`config.mk`:
```
export PLATFORM = sky130hd
export DESIGN_NAME = uart_core_param
export DESIGN_NICKNAME = d
export VERILOG_FILES = /design/src/rtl/uart_core_param.sv
export SDC_FILE = /design/constraint.sdc
export NUM_CORES = 1
export LEC_CHECK = 0
export CAP_MARGIN = 20
export CORE_MARGIN = 5
export CORE_UTILIZATION = 35
export CTS_CLUSTER_DIAMETER = 150
export DETAILED_ROUTE_END_ITERATION = 10
export SLEW_MARGIN = 20
export SYNTH_ARGS = -nofsm -noshare
export SYNTH_HDL_FRONTEND = slang
export SYNTH_SLANG_ARGS = --single-unit
export TNS_END_PERCENT = 5
```
`constraint.sdc`:
```
create_clock -name clk -period 2.8 [get_ports clk]
set_input_delay 0.7 -clock clk [delete_from_list [all_inputs] [get_ports clk]]
set_output_delay 0.7 -clock clk [all_outputs]
set_load 0.01 [all_outputs]
```
`src/rtl/uart_core_param.sv`:
```
// Full-duplex UART core: shared 16x baud tick, TX and RX engines with optional parity,
// 1/2 stop bits, framing/parity flags, break handling and internal loopback.
module uart_core_param #(
  parameter int DATA_BITS = 8,
  parameter int PARITY    = 0,
  parameter int STOP_BITS = 1,
  parameter int DIV_WIDTH = 16
) (
  input  logic                 clk,
  input  logic                 rst,
  input  logic [DIV_WIDTH-1:0] baud_div,
  input  logic                 loopback,
  input  logic                 tx_valid,
  input  logic [DATA_BITS-1:0] tx_data,
  output logic                 tx_ready,
  output logic                 tx,
  output logic                 tx_busy,
  input  logic                 rx,
  output logic [DATA_BITS-1:0] rx_data,
  output logic                 rx_valid,
  output logic                 rx_parity_err,
  output logic                 rx_frame_err
);

  localparam logic [3:0] LAST_DATA = 4'(DATA_BITS - 1);
  localparam logic [3:0] LAST_STOP = 4'(STOP_BITS - 1);
  localparam logic       PAR_EN    = (PARITY != 0);
  localparam logic       PAR_ODD   = (PARITY == 1);

  typedef enum logic [2:0] {TX_IDLE, TX_START, TX_DATA, TX_PARITY, TX_STOP} tx_state_t;
  typedef enum logic [2:0] {RX_IDLE, RX_START, RX_DATA, RX_PARITY, RX_STOP, RX_BREAK} rx_state_t;

  tx_state_t tx_state, tx_state_n;
  rx_state_t rx_state, rx_state_n;

  logic [DIV_WIDTH-1:0] div_q, tick_cnt;
  logic                 tick;

  // The divisor is only sampled while both engines are idle so a frame never changes speed.
  assign tick = (tick_cnt >= div_q);

  always_ff @(posedge clk or negedge rst) begin
    if (!rst) begin
      div_q    <= '0;
      tick_cnt <= '0;
    end else begin
      if (tx_state == TX_IDLE && rx_state == RX_IDLE)
        div_q <= baud_div;
      tick_cnt <= tick ? '0 : tick_cnt + 1'b1;
    end
  end

  logic [DATA_BITS-1:0] tx_shift, tx_shift_n;
  logic [3:0]           tx_sub, tx_sub_n, tx_bit, tx_bit_n;
  logic                 tx_par, tx_par_n, tx_line, tx_line_n;
  logic                 tx_bit_end;

  assign tx_bit_end = tick && (tx_sub == 4'hF);

  always_ff @(posedge clk or negedge rst) begin
    if (!rst) begin
      tx_state <= TX_IDLE;
      tx_shift <= '0;
      tx_sub   <= '0;
      tx_bit   <= '0;
      tx_par   <= 1'b0;
      tx_line  <= 1'b1;
    end else begin
      tx_state <= tx_state_n;
      tx_shift <= tx_shift_n;
      tx_sub   <= tx_sub_n;
      tx_bit   <= tx_bit_n;
      tx_par   <= tx_par_n;
      tx_line  <= tx_line_n;
    end
  end

  // The 4-bit sub-tick counter wraps by itself, so each bit lasts exactly 16 ticks.
  always_comb begin
    tx_state_n = tx_state;
    tx_shift_n = tx_shift;
    tx_sub_n   = tx_sub;
    tx_bit_n   = tx_bit;
    tx_par_n   = tx_par;
    tx_line_n  = tx_line;
    if (tx_state != TX_IDLE && tick)
      tx_sub_n = tx_sub + 4'd1;
    case (tx_state)
      TX_IDLE: begin
        tx_line_n = 1'b1;
        if (tx_valid) begin
          tx_shift_n = tx_data;
          tx_par_n   = (^tx_data) ^ PAR_ODD;
          tx_sub_n   = '0;
          tx_bit_n   = '0;
          tx_line_n  = 1'b0;
          tx_state_n = TX_START;
        end
      end
      TX_START: begin
        if (tx_bit_end) begin
          tx_line_n  = tx_shift[0];
          tx_state_n = TX_DATA;
        end
      end
      TX_DATA: begin
        if (tx_bit_end) begin
          tx_shift_n = tx_shift >> 1;
          if (tx_bit == LAST_DATA) begin
            tx_bit_n   = '0;
            tx_line_n  = PAR_EN ? tx_par : 1'b1;
            tx_state_n = PAR_EN ? TX_PARITY : TX_STOP;
          end else begin
            tx_bit_n  = tx_bit + 4'd1;
            tx_line_n = tx_shift[1];
          end
        end
      end
      TX_PARITY: begin
        if (tx_bit_end) begin
          tx_line_n  = 1'b1;
          tx_state_n = TX_STOP;
        end
      end
      TX_STOP: begin
        if (tx_bit_end) begin
          if (tx_bit == LAST_STOP) begin
            tx_bit_n   = '0;
            tx_state_n = TX_IDLE;
          end else begin
            tx_bit_n = tx_bit + 4'd1;
          end
        end
      end
      default: tx_state_n = TX_IDLE;
    endcase
  end

  assign tx_ready = (tx_state == TX_IDLE);
  assign tx_busy  = !tx_ready;
  assign tx       = loopback ? 1'b1 : tx_line;

  logic                 rx_meta, rx_sync, rx_line, rx_sample;
  logic [DATA_BITS-1:0] rx_shift, rx_shift_n, rx_data_n;
  logic [3:0]           rx_sub, rx_sub_n, rx_bit, rx_bit_n;
  logic                 rx_par, rx_par_n, rx_perr, rx_perr_n;
  logic                 rx_valid_n, rx_parity_err_n, rx_frame_err_n;

  assign rx_line   = loopback ? tx_line : rx_sync;
  assign rx_sample = tick && (rx_sub == ((rx_state == RX_START) ? 4'd7 : 4'd15));

  always_ff @(posedge clk or negedge rst) begin
    if (!rst) begin
      rx_meta       <= 1'b1;
      rx_sync       <= 1'b1;
      rx_state      <= RX_IDLE;
      rx_shift      <= '0;
      rx_sub        <= '0;
      rx_bit        <= '0;
      rx_par        <= 1'b0;
      rx_perr       <= 1'b0;
      rx_data       <= '0;
      rx_valid      <= 1'b0;
      rx_parity_err <= 1'b0;
      rx_frame_err  <= 1'b0;
    end else begin
      rx_meta       <= rx;
      rx_sync       <= rx_meta;
      rx_state      <= rx_state_n;
      rx_shift      <= rx_shift_n;
      rx_sub        <= rx_sub_n;
      rx_bit        <= rx_bit_n;
      rx_par        <= rx_par_n;
      rx_perr       <= rx_perr_n;
      rx_data       <= rx_data_n;
      rx_valid      <= rx_valid_n;
      rx_parity_err <= rx_parity_err_n;
      rx_frame_err  <= rx_frame_err_n;
    end
  end

  // A zero stop bit parks RX in BREAK until the line returns high, so a held-low line yields one pulse.
  always_comb begin
    rx_state_n      = rx_state;
    rx_shift_n      = rx_shift;
    rx_sub_n        = rx_sub;
    rx_bit_n        = rx_bit;
    rx_par_n        = rx_par;
    rx_perr_n       = rx_perr;
    rx_data_n       = rx_data;
    rx_valid_n      = 1'b0;
    rx_parity_err_n = rx_parity_err;
    rx_frame_err_n  = rx_frame_err;
    if (tick && rx_state != RX_IDLE && rx_state != RX_BREAK)
      rx_sub_n = rx_sub + 4'd1;
    case (rx_state)
      RX_IDLE: begin
        if (!rx_line) begin
          rx_sub_n   = '0;
          rx_bit_n   = '0;
          rx_par_n   = 1'b0;
          rx_perr_n  = 1'b0;
          rx_state_n = RX_START;
        end
      end
      RX_START: begin
        if (rx_sample) begin
          rx_sub_n   = '0;
          rx_state_n = rx_line ? RX_IDLE : RX_DATA;
        end
      end
      RX_DATA: begin
        if (rx_sample) begin
          rx_shift_n = {rx_line, rx_shift[DATA_BITS-1:1]};
          rx_par_n   = rx_par ^ rx_line;
          if (rx_bit == LAST_DATA) begin
            rx_bit_n   = '0;
            rx_state_n = PAR_EN ? RX_PARITY : RX_STOP;
          end else begin
            rx_bit_n = rx_bit + 4'd1;
          end
        end
      end
      RX_PARITY: begin
        if (rx_sample) begin
          rx_perr_n  = rx_par ^ rx_line ^ PAR_ODD;
          rx_state_n = RX_STOP;
        end
      end
      RX_STOP: begin
        if (rx_sample) begin
          rx_valid_n      = 1'b1;
          rx_data_n       = rx_shift;
          rx_parity_err_n = rx_perr;
          rx_frame_err_n  = !rx_line;
          rx_state_n      = rx_line ? RX_IDLE : RX_BREAK;
        end
      end
      RX_BREAK: begin
        if (rx_line)
          rx_state_n = RX_IDLE;
      end
      default: rx_state_n = RX_IDLE;
    endcase
  end

endmodule

```
# Word level (Yosys, flattened, before mapping)
# Index checks and enable logic that the tools add are counted.
dict set report word_totals {
  register_bits 86
  input_bits 29
  word_cells 135
}
dict set report classes {
  n_addsub 5
  order_cmp 1
  eq_ne 28
  n_mux 54
  n_bitwise 1
  reduce_logical 27
}
# operator count
set op_table {}
lappend op_table {{$mux 4} 15}
lappend op_table {{$mux 3} 15}
lappend op_table {{$ne 2x2->1 const B} 14}
lappend op_table {{$pmux 3 s6} 1}
lappend op_table {{$add 16x1->16 const B} 1}
lappend op_table {{$add 4x1->4 const B} 4}
lappend op_table {{$ge 16x16->1} 1}
lappend op_table {{$mux 16} 1}
lappend op_table {{$mux 8} 2}
lappend op_table {{$pmux 4 s2} 2}
lappend op_table {{$pmux 8 s2} 1}
lappend op_table {{$pmux 3 s5} 1}
lappend op_table {{$reduce_and 7->1} 2}
lappend op_table {{$eq 3x2->1 const B} 4}
lappend op_table {{$pmux 4 s3} 1}
lappend op_table {{$mux 1} 11}
lappend op_table {{$eq 3x3->1 const B} 3}
lappend op_table {{$reduce_and 3->1} 3}
lappend op_table {{$reduce_bool 3->1} 3}
lappend op_table {{$eq 4x3->1 const B} 2}
lappend op_table {{$reduce_and 4->1} 2}
lappend op_table {{$eq 3x1->1 const B} 2}
lappend op_table {{$logic_and 1x1->1} 6}
lappend op_table {{$logic_not 3->1} 2}
lappend op_table {{other kinds (12)} 17}

# Longest topological paths before layout
# Gate-level depths: netlist (run 1).
dict set report logic_depth {
  ltp_word 6
  depth_mapped 11
  ltp_nobuf 9
}

# Worst setup path after synthesis (run 1)
# No wires, ideal clock.
dict set report synth_timing {
  kind {reg2reg}
  start {reg tick_cnt[0]}
  end {reg rx_data[2]}
  setup_time_ns 0.125
  arrival_ns 2.525
  required_time_ns 2.675
  slack_ns 0.150
  stages_incl_launch_ff 11
  n_path_buf 2
  synth_period_minus_slack_ns 2.650
  path_cell_list {dfrtp_1 inv_1 ha_1 nand2b_1 a2111oi_1 o311a_1 o31a_1 or4b_1 buf_2 buf_6 mux2_4}
}
dict set report synth_via {
  elab_chain_cells 3
}
# item line
set synth_lines {}
lappend synth_lines {{start, declared} 36} ;# logic [DIV_WIDTH-1:0] div_q, tick_cnt;
lappend synth_lines {{start signal, assigned} 49} ;# tick_cnt <= tick ? '0 : tick_cnt + 1'b1;
lappend synth_lines {{$ge 16x16->1} 40} ;# assign tick = (tick_cnt >= div_q);
lappend synth_lines {{$logic_and 1x1->1} 150} ;# assign rx_sample = tick && (rx_sub == ((rx_state == RX_START) ? 4'd7 : 4'd15));
lappend synth_lines {{$reduce_and 2->1 (no source line)} -}
lappend synth_lines {{end signal, assigned} 175} ;# rx_data <= rx_data_n;
lappend synth_lines {{end, declared} 19} ;# output logic [DATA_BITS-1:0] rx_data,
# No other way between the ends.
# A chain may end at the register's enable or synchronous reset.

# Worst setup path after layout (run 1)
dict set report layout_timing {
  start {reg div_q[0]}
  end {reg rx_data[4]}
}
dict set report layout_via {
  elab_chain_cells 3
}
# item line
set layout_lines {}
lappend layout_lines {{start, declared} 36}
lappend layout_lines {{start signal, assigned} 48} ;# div_q <= baud_div;
lappend layout_lines {{$ge 16x16->1} 40}
lappend layout_lines {{$logic_and 1x1->1} 150}
lappend layout_lines {{$reduce_and 2->1 (no source line)} -}
# No other way between the ends.

==> results of run 1 <==
how the worst max path moves through the flow:
stage	start	end	slack (ns)
final	div_q[0]	rx_data[4]	0.16
after global routing	tick_cnt[11]	tx_bit[2]	0.02
after CTS	tick_cnt[11]	tx_shift[4]	0.01
after detailed placement	tick_cnt[11]	tx_shift[4]	0.008
after global placement	tick_cnt[11]	tx_shift[6]	0.13
after floorplan	tick_cnt[0]	rx_data[2]	0.15
flip-flops by register name, indices dropped and copies added, names as in the netlist, 3 cells and up:
name / flops
tx_sub: 4
tx_shift: 8
rx_sub: 4
tx_bit: 4
rx_state: 3
tx_state: 3
rx_bit: 4
rx_data: 8
div_q: 16
rx_shift: 8
tick_cnt: 16
worst max-delay path, cell delays in order (launching register included):
cell	delay (ns)
dfrtp_1	0.38
ha_1	0.27
nand2b_1	0.10
a2111oi_1	0.08
o311a_1	0.36
o31a_1	0.29
or4b_1	0.53
buf_4	0.21
mux2_4	0.31
per-stage QoR:
stage,utilization,worst slack [ns],hold WS [ns],instances
floorplan,-,0.150,0.345,408
global placement,0.413,0.134,0.346,598
detailed placement,0.413,0.00774,0.347,598
CTS,0.441,0.00973,0.357,614
global route,0.443,0.0163,0.358,614
finish,0.443,0.158,0.356,614
metal layers:
metal  vias up  track usage  wire (microns)
met1      1475        0.155            3870
met4         0       0.0517             160
met5         -            0               0
met2        53        0.202            4010
li1       1531            -               -
met3        10       0.0392             376
power groups by stage:
stage	registers [mW]	clock network, mW	logic [mW]
floorplan	1.65	0	0.589
global placement	1.66	0	0.862
detailed placement	1.67	0	0.885
CTS	1.65	1.39	0.891
global route	1.68	1.44	1.01
finish	1.65	1.35	0.877
kinds of logic after synthesis:
| family | synth area share |
|---|---|
| AOI/OAI and AO/OA | 0.0997 |
| and+or+nand+nor | 0.149 |
| DFF | 0.501 |
| buffers and inverters | 0.0369 |
| muxes | 0.110 |
| xor gates and xnor gates | 0.0387 |
| adders and majority gates | 0.0640 |
layout make-up:
| cell class | instances | area, sq um | area share |
|---|---|---|---|
| inverters | 26 | 97.6 | 0.0184 |
| repair buffers | 56 | 536 | 0.101 |
| clock inverters | 4 | 95.1 | 0.0179 |
| multi-input cells | 283 | 2000 | 0.377 |
| flip-flops and latches | 86 | 2160 | 0.406 |
| well taps | 147 | 184 | 0.0346 |
| clock buffers | 12 | 246 | 0.0464 |
placed cells by master (no fill, tap or decap), types with 2 or more instances in the layout:
master           instances
o21ai_0                 15
nand2_1                 29
a21oi_1                 15
bufinv_16                3
xnor2_1                  9
clkdlybuf4s50_1         41
inv_1                   25
nand3_1                 14
nor3_1                   8
buf_4                   14
o22ai_1                  9
or3_1                    2
mux2i_1                  5
xor2_1                  10
o311ai_0                 2
and2_1                   3
clkbuf_1                 2
o21a_1                   3
and4_1                   2
mux2_4                   5
dfstp_2                  3
clkbuf_16                9
nor2_1                  48
o31a_1                   2
a21o_1                   2
ha_1                    22
a22o_1                   3
nand2b_1                 7
and3_1                   3
nor2b_1                  7
dfrtp_1                 83
a211oi_1                 2
mux2_2                  31
nand4_1                  6
==> summary.txt, run 1 <==
Outcome
  – Status: complete, no violations

STA
  – Worst-margin pin slew: 0.848 ns
  – Layout Skew: 0.00672 ns
  – Max-slew violation count: 0
  – Endpoints failing setup: 0
  – FMAX: 379 MHz
  – Slew headroom: 0.435
  – Setup TNS: 0 ns
  – Fin crit share: 0.943
  – Unrepaired setup endpoints after global routing: false
  – Fin crit period: roughly 2.6 ns
  – Final hold vios: 0

CTS
  – Post-cts sizing count: 0
  – Worst skew pair latency: 0.34 ns
  – Num CTS Buffers: 9
  – Sink Count: 86
  – H-Tree Depth: 3
  – Setup bufs post-CTS: 0
  – Root Buffer: clkbuf_16
  – CTS Buffer Depth: 2
  – CTS tree: built
  – Clock transition at path regs: 0.06 ns
  – Hold_buf cts: 0

Logic synthesis
  – Post-synth ARST share: 1.00
  – Synth warn: 0
  – Commonest cells post-synth: 83 x dfrtp_1, 48 x nor2_1, 31 x mux2_2, 29 x nand2_1, 25 x inv_1
  – Cell type with the largest total area after synthesis: dfrtp_1
  – Sequential element share of the synthesized area: 0.501
  – Synth Net Count: 459
  – Syn Area/Cell: 10.5 sq um
  – Main flop type after synthesis: dfrtp_1
  – Count leader, synth: dfrtp_1
  – Synth Cell Area: 0.00430 sq mm
  – Gate Count Post-Synth: roughly 410
  – Netlist cell types: 50
  – Seq cells post-synth: 86
  – Area share of the leading cell type in the synthesized netlist: 0.483
  – EDFF count, synth: 0
  – Top post-synthesis cells by area: dfrtp_1 48%, mux2_2 8.1%, ha_1 6.4%

Power
  – Int Power: 2.86 mW
  – VDD IR max: 0.393 mV
  – Post-route total power: 3.87 mW
  – Clock power frac: 0.349
  – Sw frac: 0.263
  – Combinational Power Share: 0.226
  – Flop pwr share: 0.425
  – Power Dens Cells: around 730 mW/mm^2
  – Lkg Pwr: 2.45 nW
  – Net Sw Power: approximately 1.0 mW

Worst setup path
  – Crit path kind: reg -> reg
  – Crit start category: flip-flop
  – Arrival time worst endpoint: 2.86 ns
  – Max FO, Critical Path: 13
  – Reg2reg path depth: 8
  – Worst R2R Start: div_q[0]
  – Worst R2R End: rx_data[4]
  – Worst setup EP type: flip-flop
  – Worst EP required: 3.02 ns
  – R2R Setup Slk: 0.16 ns

Placed design
  – Gpl congestion: 0.758
  – Placement Cell Area: 0.00496 sq mm
  – IO buf count: 42
  – HPWL after DPL: 5950 microns

Global route
  – Initial antenna violation count: 0
  – First-pass GRT wire length: 14700 microns
  – Total grt overflow: 0
  – Total GRT Usage: 0.125
  – Largest net degree at the start of global routing: 66
  – Vias in the first global route: 3239

Finish
  – Filler cells: 1126
  – Share of layout cells above drive strength 1: 0.156
  – Antenna cells: 0
  – Final Cell Area: 0.00532 sq mm
  – Area growth from synthesis to layout: 23.6%
  – # nets final: 513

Die
  – # IOs: 43
  – Die X: 121 microns
  – Die area: 0.0146 sq mm
  – Core Region: 0.0120 sq mm
  – Die H: 121 microns
  – Row Count: 40
  – Initial Utilization: 0.358

Hold path
  – Worst Hold Launch: rx_meta
  – Hold Path Stages: 0
  – Worst hold endpoint: rx_sync
  – Worst min-delay path class: reg -> reg

Flow run
  – Max-Cap Viols: 0

Drt
  – Via count: 3069
  – Routed wire length: 8420 microns
  – DRT iter0 DRCs: 128
  – TritonRoute pass-1 iters: 4
  – DR WL/cell: 13.7 microns
  – Drt drc: 0
  – Vias per std cell: 5.00
  – Routed Antenna Nets: 0
Power figures use the tool's default switching activity.
==> inputs of run 2 (changes only) <==
- PLACE_DENSITY: default -> 0.52
- SKIP_LAST_GASP: default -> 1
- SLEW_MARGIN: 20 -> default
==> run 2 against run 1 <==
  * Clock power decreased by 15%
  * Hold slack got worse by 0.012 ns
  * Maximum frequency decreased by 2.2%
  * Die area unchanged
  * Combinational power about the same
  * Non-clock buffer count increased by 1
  * First-iteration DRC count increased by 12%
  * Sequential cell count unchanged
  * Setup slack got worse by 0.059 ns
  * Critical path depth decreased by 5
==> summary.txt, run 2 (synthesis gave the netlist of run 1 again) <==
Outcome
  – Status: complete, no violations

Finish
  – Top flop regs: div_q: 16 flops, tick_cnt: 16 flops
  – # nets final: around 510
  – Sequential Area: 0.00216 sq mm
  – Non-filler cells, final: 615
  – Commonest non-fill, non-tap cells in the layout: 83 x dfrtp_1, 48 x nor2_1, 41 x clkdlybuf4s50_1
  – Multi-input logic area: 0.00200 sq mm
  – Filler cells: 1155
  – Antenna cells: 0
  – Area growth from synthesis to layout: 22.6%
  – Commonest non-fill, non-tap cell in the layout: dfrtp_1
  – Share of layout cells above drive strength 1: 0.158

Worst setup path
  – CP max-delay cell: clkdlybuf4s50_1
  – Worst-path cell chain: or3_1 > clkinv_1 > clkdlybuf4s50_1
  – Crit path kind: reg -> out
  – Crit-path leading delay family: buffers and inverters
  – Crit start category: flip-flop
  – Arrival time worst endpoint: 2.00 ns
  – Crit path buf inv count: 2
  – Slowest stage delay, CP: 0.56 ns
  – Worst setup EP type: output port
  – Max FO, Critical Path: 8
  – Worst EP required: 2.10 ns

CTS
  – Setup bufs post-CTS: 0
  – CTS tree: built
  – Hold_buf cts: 0
  – Worst skew pair latency: approximately 0.34 ns
  – Post-cts sizing count: 0
  – Sink Count: 86
  – CTS Buffer Depth: 2
  – Clock transition at path regs: roughly 0.060 ns
  – Root Buffer: clkbuf_16
  – H-Tree Depth: 3
  – Num CTS Buffers: 9

Power
  – Power Dens Cells: around 700 mW/mm^2
  – VDD IR max: ~0.34 mV
  – Lkg Pwr: 2.44 nW

Global route
  – Vias in the first global route: around 3200
  – Largest net degree at the start of global routing: 49
  – Total grt overflow: 0
  – Initial antenna violation count: 0
  – Total GRT Usage: 0.126
  – First-pass GRT wire length: ~15000 microns

Die
  – Die area: between 0.01 and 0.015 sq mm
  – Die H: around 120 microns
  – # IOs: 43
  – Core Region: 0.0120 sq mm
  – Die X: 121 microns
  – Row Count: 40
  – Initial Utilization: 0.358

Drt
  – DRT iter0 DRCs: approximately 140
  – Drt drc: 0
  – Vias per std cell: 4.96
  – Routed wire length: ~8500 microns
  – DR WL/cell: 13.9 microns
  – Via count: roughly 3000
  – Routed Antenna Nets: 0
  – TritonRoute pass-1 iters: 4

STA
  – Endpoints failing setup: 0
  – Layout Skew: 0.00632 ns
  – Final hold vios: 0
  – Slew headroom: 0.517
  – Unrepaired setup endpoints after global routing: true
  – Max-slew violation count: 0
  – Worst-margin pin slew: approximately 0.72 ns
  – Fin crit period: 2.70 ns
  – Fin crit share: 0.965
  – Setup TNS: 0 ns
  – FMAX: between 300 and 400 MHz

Placed design
  – HPWL after DPL: 6050 microns
  – Gpl congestion: slightly above 0.8
  – IO buf count: 42
  – Placed cells: 599

Flow run
  – Max-Cap Viols: 0

Hold path
  – Worst min-delay path class: in -> async
[run 2: final timing paths]
kind                             start    endpoint  slack (ns)  depth (start not counted)
min in group clk               rx_meta     rx_sync        0.36                          0
max reg2reg                tick_cnt[5]  rx_data[4]        0.13                          7
max in group asynchronous          rst     rx_meta        1.77                          2
min reg2reg                    rx_meta     rx_sync        0.36                          0
max                        tx_state[1]    tx_ready         0.1                          3
min                                rst   div_q[12]        0.34                          1
[run 2: final cells by class]
cell class	count	area share
repair buffers	57	0.105
multi-input cells	283	0.379
clock inverters	5	0.00949
clock buffers	11	0.0441
flip-flops and latches	86	0.409
inverters	26	0.0185
well taps	147	0.0349
[run 2: routing by layer]
layer	routed length [microns]	global-route usage
met1	4060	0.159
met4	124	0.0432
met3	317	0.0350
met5	0	0
met2	4040	0.207
[run 2: report_power, final]
group | switching [mW] | internal [mW] | leakage (nW)
Combinational | 0.408 | 0.466 | 1.20
Clock | 0.469 | 0.685 | 0.143
Sequential | 0.154 | 1.49 | 1.10
[run 2: metrics by stage]
stage,total power [mW],setup WS (ns),utilization,hold WS (ns),cell area (sq um)
after floorplan,2.24,0.150,-,0.345,4300
after global placement,2.53,0.129,0.415,0.348,4980
after detailed placement,2.55,0.115,0.415,0.347,4980
after CTS,3.75,0.0769,0.438,0.360,5260
after global routing,3.94,0.000252,0.439,0.368,5280
final,3.68,0.0991,0.439,0.344,5280
==> inputs of run 3 (changes only) <==
- CELL_PAD_IN_SITES_DETAIL_PLACEMENT: default -> 2
- CELL_PAD_IN_SITES_GLOBAL_PLACEMENT: default -> 2
- CORE_UTILIZATION: 35 -> 34
- PLACE_DENSITY: 0.52 -> 0.73
- SKIP_CTS_REPAIR_TIMING: default -> 1
- TNS_END_PERCENT: 5 -> default
==> run 3 against run 2 <==
  * First-iteration DRC count fell by 36%
  * Utilization fell by 0.37 points
  * Via count rose by 6.9%
  * Count of clock-buffer cells in the layout did not move
  * Global-route usage rose by 3.0 points
  * Combinational power rose by 7.3%
  * Sequential power barely moved
  * Highest routed layer unchanged
  * Clock skew rose by 0.00078 ns
  * Cell count rose by 5.7%
  * Critical endpoint is now rx_data[4]
  * Maximum frequency fell by 0.87%
  * Setup slack got worse by 0.024 ns
  * Register-to-register slack got worse by 0.05 ns
==> summary.txt, run 3 (synthesis gave the netlist of run 1 again) <==
Outcome
  – Status: complete, no violations

STA
  – Fin crit period: between 2 and 3 ns
  – Worst-margin pin slew: 0.635 ns
  – Final hold vios: 0
  – Endpoints failing setup: 0
  – Slew headroom: 0.573
  – Layout Skew: 0.00710 ns
  – FMAX: ~370 MHz
  – Fin crit share: 0.973
  – WHS: between 0.3 and 0.4 ns
  – Max-slew violation count: 0
  – Unrepaired setup endpoints after global routing: true

Finish
  – # nets final: 525
  – Area growth from synthesis to layout: 26.7%
  – Commonest non-fill, non-tap cell in the layout: dfrtp_1
  – Filler cells: 1351
  – Sequential Area: 0.00216 sq mm
  – Multi-input logic area: 0.00201 sq mm
  – Antenna cells: 0
  – Share of layout cells above drive strength 1: 0.182
  – Fin util: 0.435
  – Top flop regs: div_q: 16 flops, tick_cnt: 16 flops
  – Commonest non-fill, non-tap cells in the layout: 83 x dfrtp_1, 48 x nor2_1, 41 x clkdlybuf4s50_1

Power
  – Sw frac: 0.286
  – Post-route total power: 3.92 mW
  – Lkg Pwr: 2.52 nW
  – VDD IR max: roughly 0.25 mV
  – Net Sw Power: ~1.1 mW
  – Flop pwr share: 0.424
  – Clock power frac: 0.336
  – Combinational Power Share: 0.240
  – Int Power: 2.79 mW
  – Power Dens Cells: roughly 700 mW/mm^2

Die
  – Core Region: 0.0125 sq mm
  – Initial Utilization: 0.344
  – # IOs: 43
  – Die area: ~0.015 sq mm
  – Die X: 122 microns
  – Die H: 122 microns
  – Row Count: 41

Worst setup path
  – Critical path depth: 8
  – CP max-delay cell: or4b_4
  – Worst setup path end: rx_data[4]
  – Crit-path leading delay family: compound AO/OA/AOI/OAI gates
  – Worst R2R Start: div_q[0]
  – Arrival time worst endpoint: between 2 and 3 ns
  – Worst R2R End: rx_data[4]
  – Slowest stage delay, CP: 0.57 ns
  – Worst EP required: between 3 and 4 ns
  – Max FO, Critical Path: 13
  – Worst setup EP type: flip-flop
  – Crit path buf inv count: 1
  – Reg2reg path depth: 8
  – Crit path kind: reg -> reg
  – R2R Setup Slk: 0.08 ns
  – Crit start category: flip-flop
  – Origin of the worst setup path: div_q[0]
  – Worst-path cell chain: ha_1 > nand2b_1 > a2111oi_1 > o311a_1 > o31a_1 > or4b_4 > buf_12 > mux2_4

CTS
  – H-Tree Depth: 3
  – CTS Buffer Depth: 2
  – Num CTS Buffers: 9
  – Worst skew pair latency: 0.35 ns
  – CTS tree: built
  – Sink Count: 86
  – Clock transition at path regs: 0.06 ns
  – Root Buffer: clkbuf_16

Hold path
  – Worst min-delay path class: in -> async

Drt
  – TritonRoute pass-1 iters: 4
  – Routed Antenna Nets: 0
  – DR WL/cell: 17.0 microns
  – Routed wire length: 11000 microns
  – Vias per std cell: roughly 5
  – Via count: roughly 3300
  – DRT iter0 DRCs: 92
  – Drt drc: 0

Global route
  – Largest net degree at the start of global routing: 43
  – Vias in the first global route: 3673
  – Total grt overflow: 0
  – Total GRT Usage: 0.156
  – Initial antenna violation count: 0
  – First-pass GRT wire length: 18200 microns

Placed design
  – HPWL after DPL: 8240 microns
  – IO buf count: 42
  – Gpl congestion: 0.750

Flow run
  – Max-Cap Viols: 0
==> run 3: worst min-delay path by stage <==
stage / endpoint / slack, ns / depth (start not counted)
5_1_grt: rx_sync / 0.36 / 0
3_5_place_dp: rx_sync / 0.35 / 0
2_1_floorplan: rx_sync / 0.35 / 0
3_3_place_gp: rx_sync / 0.35 / 0
6_report: div_q[11] / 0.36 / 1
4_1_cts: rx_sync / 0.36 / 0
==> run 3: worst reg2reg max path, delay by kind of cell (launching register included) <==
family | cells | cell delay (ns)
DFF | 1 | 0.40
adders and majority gates | 1 | 0.28
muxes | 1 | 0.30
AOI/OAI and AO/OA | 3 | 0.79
and+or+nand+nor | 2 | 0.67
buffers and inverters | 1 | 0.17
==> run 3: layout make-up <==
class / instances / share of cell area
Tap cell: 172 / 0.0395
Multi-Input combinational cell: 283 / 0.368
Sequential cell: 86 / 0.396
Inverter: 26 / 0.0179
Clock buffer: 11 / 0.0464
Timing Repair Buffer: 68 / 0.119
Clock inverter: 4 / 0.0129
==> run 3: through the flow <==
step	TNS, ns	setup slack [ns]	instances	area (sq um)
floorplan	0	0.150	408	4300
global placement	0	0.114	635	5110
detailed placement	0	0.0209	635	5110
CTS	-0.00556	-0.00462	650	5430
global route	-0.000476	-0.000476	650	5450
finish	0	0.0755	650	5450
==> run 3: layer usage <==
| layer | routed length (microns) | up-vias | track usage |
|---|---|---|---|
| met4 | 195 | 0 | 0.0588 |
| met2 | 5760 | 29 | 0.281 |
| met5 | 0 | - | 0 |
| li1 | - | 1546 | - |
| met3 | 267 | 12 | 0.0300 |
| met1 | 4810 | 1677 | 0.182 |
==> run 3: power by group through the flow <==
stage               logic (mW)  registers [mW]  clock network [mW]
floorplan                0.589            1.65                   0
global placement         0.881            1.66                   0
detailed placement       0.946            1.68                   0
CTS                      0.960            1.66                1.36
global route              1.06            1.69                1.40
finish                   0.938            1.66                1.32
